`src/rtl/decim_avg.sv`:
```
// rtl/decim_avg.sv - Decimating block averager with output FIFO and sticky overrun.
// Define DECIM_ROUND_EN for round-half-up averaging with positive saturation.
module decim_avg #(
  parameter int DECIM_LOG2 = 3,
  parameter int FIFO_DEPTH = 4
) (
  input  logic                          clk_i,
  input  logic                          reset_ni,
  input  logic signed [15:0]            data_i,
  input  logic                          valid_i,
  input  logic                          clear_i,
  output logic signed [15:0]            data_o,
  output logic                          valid_o,
  input  logic                          ready_i,
  output logic [$clog2(FIFO_DEPTH):0]   level_o,
  output logic                          overrun_o
);

  localparam int ACC_W = 16 + DECIM_LOG2;
  localparam int PTR_W = $clog2(FIFO_DEPTH);
  localparam int LVL_W = PTR_W + 1;
  localparam logic [DECIM_LOG2-1:0] PHASE_MAX = '1;

  logic [DECIM_LOG2-1:0]    phase_q, phase_d;
  logic signed [ACC_W-1:0]  acc_q, acc_d;
  logic [PTR_W-1:0]         wr_ptr_q, wr_ptr_d;
  logic [PTR_W-1:0]         rd_ptr_q, rd_ptr_d;
  logic [LVL_W-1:0]         level_q, level_d;
  logic                     overrun_q, overrun_d;
  logic signed [15:0]       data_q, data_d;
  logic signed [15:0]       mem_q [FIFO_DEPTH];

  logic                     accept, last, push_req, pop, full, do_push;
  logic signed [ACC_W-1:0]  data_ext, sum_w;
  logic signed [15:0]       avg_w;

  assign data_ext = {{DECIM_LOG2{data_i[15]}}, data_i};
  assign sum_w    = acc_q + data_ext;

`ifdef DECIM_ROUND_EN
  localparam int HALF = 1 << (DECIM_LOG2 - 1);
  logic signed [ACC_W:0] rsum_w, rshift_w;

  // One extra bit keeps the rounding add from wrapping at full-scale positive input.
  always_comb begin
    rsum_w   = $signed({sum_w[ACC_W-1], sum_w}) + $signed((ACC_W+1)'(HALF));
    rshift_w = rsum_w >>> DECIM_LOG2;
    avg_w    = (rshift_w > $signed((ACC_W+1)'(32767))) ? 16'sd32767 : rshift_w[15:0];
  end
`else
  // Arithmetic shift then truncate to 16 bits is just the top slice of the sum.
  assign avg_w = sum_w[DECIM_LOG2 +: 16];
`endif

  always_comb begin
    accept   = valid_i & ~clear_i;
    last     = (phase_q == PHASE_MAX);
    push_req = accept & last;
    pop      = valid_o & ready_i & ~clear_i;
    full     = (level_q == LVL_W'(FIFO_DEPTH));
    do_push  = push_req & (~full | pop);

    phase_d   = phase_q;
    acc_d     = acc_q;
    wr_ptr_d  = wr_ptr_q;
    rd_ptr_d  = rd_ptr_q;
    level_d   = level_q;
    overrun_d = overrun_q;
    data_d    = data_q;

    if (clear_i) begin
      phase_d   = '0;
      acc_d     = '0;
      wr_ptr_d  = '0;
      rd_ptr_d  = '0;
      level_d   = '0;
      overrun_d = 1'b0;
    end else begin
      if (accept) begin
        phase_d = last ? '0 : phase_q + DECIM_LOG2'(1);
        acc_d   = (phase_q == '0) ? data_ext : sum_w;
      end
      if (do_push) wr_ptr_d = wr_ptr_q + PTR_W'(1);
      if (pop)     rd_ptr_d = rd_ptr_q + PTR_W'(1);
      if (do_push && !pop)      level_d = level_q + LVL_W'(1);
      else if (pop && !do_push) level_d = level_q - LVL_W'(1);
      if (push_req && full && !pop) overrun_d = 1'b1;

      // data_o is a registered copy of the next head so it holds once the FIFO drains.
      if (do_push && (level_q == '0 || (pop && level_q == LVL_W'(1))))
        data_d = avg_w;
      else if (pop && level_q > LVL_W'(1))
        data_d = mem_q[rd_ptr_q + PTR_W'(1)];
    end
  end

  always_ff @(posedge clk_i or negedge reset_ni) begin
    if (!reset_ni) begin
      phase_q   <= '0;
      acc_q     <= '0;
      wr_ptr_q  <= '0;
      rd_ptr_q  <= '0;
      level_q   <= '0;
      overrun_q <= 1'b0;
      data_q    <= '0;
    end else begin
      phase_q   <= phase_d;
      acc_q     <= acc_d;
      wr_ptr_q  <= wr_ptr_d;
      rd_ptr_q  <= rd_ptr_d;
      level_q   <= level_d;
      overrun_q <= overrun_d;
      data_q    <= data_d;
    end
  end

  always_ff @(posedge clk_i) begin
    if (do_push && !clear_i) mem_q[wr_ptr_q] <= avg_w;
  end

  assign data_o    = data_q;
  assign valid_o   = (level_q != '0);
  assign level_o   = level_q;
  assign overrun_o = overrun_q;

endmodule

```
`config.mk`:
```
export PLATFORM = sky130hd
export DESIGN_NAME = decim_avg
export DESIGN_NICKNAME = d
export VERILOG_FILES = /design/src/rtl/decim_avg.sv
export SDC_FILE = /design/constraint.sdc
export NUM_CORES = 1
export LEC_CHECK = 0
export CELL_PAD_IN_SITES_DETAIL_PLACEMENT = 1
export CELL_PAD_IN_SITES_GLOBAL_PLACEMENT = 1
export CORE_ASPECT_RATIO = 0.75
export CORE_MARGIN = 2
export CORE_UTILIZATION = 40
export DETAILED_ROUTE_END_ITERATION = 12
export DONT_BUFFER_PORTS = 1
export GPL_ROUTABILITY_DRIVEN = 0
export HOLD_SLACK_MARGIN = 0.05
export PLACE_DENSITY_LB_ADDON = 0.1
export SKIP_LAST_GASP = 1
export SLEW_MARGIN = 20
export SYNTH_ARGS = -nofsm -noshare
export SYNTH_HDL_FRONTEND = slang
export SYNTH_SLANG_ARGS = --single-unit
```
`constraint.sdc`:
```
create_clock -name clk_i -period 2.3 [get_ports clk_i]
set_input_delay 0.69 -clock clk_i [delete_from_list [all_inputs] [get_ports clk_i]]
set_output_delay 0.69 -clock clk_i [all_outputs]
set_load 0.05 [all_outputs]
```
==> metrics.txt <==
Finished Core Util=53.0%; startpoint types=register; Initial Utilization=41.1%; I/O Pins=42; post-DR wirelength/cell=21.3 um; largest net degree at the start of global routing=47; Std-Cell Core Area=0.0145 mm^2; FP Rows=38; Syn. warnings=0; violated checks=negative setup slack; Cell Pwr Density=662 mW/mm^2; detailed placement HPWL=12,400 um; Critical Path Sink Type=register; GRT met2 Usage=36.4%; Clock Tree Buf Depth=2; placed cells=784; filler instances=1,569; async set-reset flop share out of synthesis=41.8%; final WL=17,200 um; ant diodes=0; worst path required time=2550 ps; Die Ht=110 um; CTS buffer count=9; Area Overhead vs Synth=28.9%; # clock sinks=110; kind of critical path=reg2reg; type of the tightest min-delay check=in2async; DIE AREA=0.0160 mm^2; initial antenna violation count=0; worst skew pair latency=360 ps; area of the multi-input gates=0.00312 mm^2; worst slew pin tran=727 ps; Final min period=2440 ps; vias per cell=5.65; fmax=0.409 GHz; synth top area cells=edfxtp_1 (32%), dfrtp_1 (19%), ha_1 (6.1%); Data arrival, critical path=2690 ps; Cell Count, Final, Fillers Out=809; Gate Count Post-Synth=517; PortBufs=0; CP Max Fanout=5; prevailing post-synth register cell=edfxtp_1; setup ws final=-144 ps; share of layout cells above drive strength 1=34.6%; Layout Nets=655; Final Hold Fails=0; antenna-violating nets left=0; Layout Skew=15.4 ps; static leakage=0.00308 uW; Rel. slew slack=51.5%; RSZ-0062 raised after global routing=true; synthesized flop and latch total=110; final setup vio count=17; met1 GRT Util=32.4%; clk root buf=clkbuf_16; status=complete, but fails checks; CTS H-tree lvls=3; max cap viols=0; cell area after synthesis=0.00598 mm^2; clk slew on worst S/H paths=90 ps; Post-Syn Nets=568; Synth top area share=32.1%; total gr overflow=0; Fin Hold WS=189 ps; Reg area=0.00307 mm^2; Vias=4,570; GRT busiest layer=met2; Distinct cells, synth=67; Max VDD drop=0.000380 V; max-slew violations=0; final worst-path cycle share=106%; met3 Use GR=4.23%; DRT Pass-1 Iters=5; Post-synth EDFFs=64; Synth Area per Inst=11.6 um^2; total global-route track usage=22.6%; largest area contributor in the netlist=edfxtp_1; vias in the first global route=4,732; TritonCTS clock tree=done; DRT iter0 DRCs=214; drt drc=0; global-route wire length before repair=27,300 um; register area share after synthesis=51.4%; Die Wd=145 um
## flip-flops by register name, summed over array words and instances (netlist names)
name       count
data_o        16
rd_ptr_q       2
level_o        3
overrun_o      1
wr_ptr_q       2
phase_q        3
acc_q         19
mem_q         64
## cells in the mapped netlist (all sizes together), types with 2 or more instances
cell type and instances:
or2 3, or3 5, ha 29, and2 13, o32ai 2, xor2 5
mux2i 5, nand2b 4, o211ai 5, inv 21, and3 9, a221o 7
clkbuf 17, o22ai 4, a21oi 34, nand2 35, a21bo 2, nor4 4
nor2 41, nor3 13, and4 2, a221oi 3, o21a 2, a31oi 9
buf 8, o21ai 23, a311oi 7, nand4 2, a21o 11, edfxtp 64
nor2b 10, dfrtp 46, mux4 16, a2111oi 5, nand3 20, xnor2 9
a211oi 13
## worst max-delay path, stage by stage, from the launching register on
cell       delay, ps
dfrtp_1          390
ha_4             150
inv_2             40
fa_2             360
nor2b_4          160
o21ai_4           90
a2111oi_4        340
buf_6            190
a211oi_4          60
xnor2_2          190
a221o_1          360
## timing repair
action | in CTS | in global routing
pin swaps | 6 | 14
setup endpoints to repair | 35 | 93
gates cloned | 0 | 0
setup buffers | 7 | 4
endpoints found under the hold margin | 46 | 0
resized for setup | 6 | 37
hold buffers | 1 | 0
## final cells by class
class                           count  area share, %
Timing Repair Buffer              102           11.6
Multi-Input combinational cell    360           40.5
Clock buffer                       10           2.97
Inverter                           21           1.06
Sequential cell                   110           39.9
Clock inverter                      6          0.747
Tap cell                          200           3.25
## layout by cell type, fill, tap and decap left out, drive strengths merged, types with 13 or more instances in the layout
master and n:
buf 102, nor3 13, ha 29, nor2 41, mux4 16, o21ai 23
nand2 35, nand3 20, edfxtp 64, and2 13, a21oi 34, dfrtp 46
a211oi 13, inv 23
## cells by family (layout without fill, tap and decap cells)
logic type,after synthesis,in the layout,synth area share (%)
buffers and inverters,47,139,3.58
adders and majority gates,30,30,6.40
muxes,22,22,7.11
DFF,110,110,51.4
and+or+nand+nor,163,163,13.6
xor gates and xnor gates,14,14,2.30
AOI/OAI and AO/OA,131,131,15.6
## worst paths after layout
path / to / cells past startpoint / slack [ps] / from
setup / recovery: data_o[11] / 10 / -140 / acc_q[0]
hold / removal: acc_q[2] / 1 / 190 / reset_ni
setup reg to reg: data_o[11] / 10 / -140 / acc_q[0]
hold reg to reg: acc_q[15] / 1 / 550 / acc_q[15]
max in group asynchronous: phase_q[2] / 1 / 1870 / reset_ni
min in group clk_i: phase_q[1] / 1 / 380 / clear_i
## power by group
group          switching, uW  total, uW  internal, uW  leakage, uW
Clock                    771       1530           758     0.000138
Combinational            679       1280           600      0.00174
Sequential              80.4       2300          2220      0.00120
## metal layers
metal	routed length (um)	vias to the layer above	part of all wire, %
li1	-	2124	-
met1	8540	2329	50
met2	7700	102	45
met3	837	15	4.9
met4	161	0	0.93
met5	0	-	0
## per-stage QoR
| step | cell area [um^2] | setup slack (ps) | TNS (ps) | power [uW] |
|---|---|---|---|---|
| after floorplan | 6260 | -345 | -3680 | 2990 |
| after global placement | 7150 | -386 | -14360 | 3410 |
| after global routing | 7710 | -224 | -3160 | 5340 |
| final | 7710 | -144 | -1290 | 5100 |
| after detailed placement | 7150 | -439 | -17390 | 3450 |
| after CTS | 7550 | -150 | -2450 | 5060 |
No activity file was read; power rests on OpenSTA's default activity.
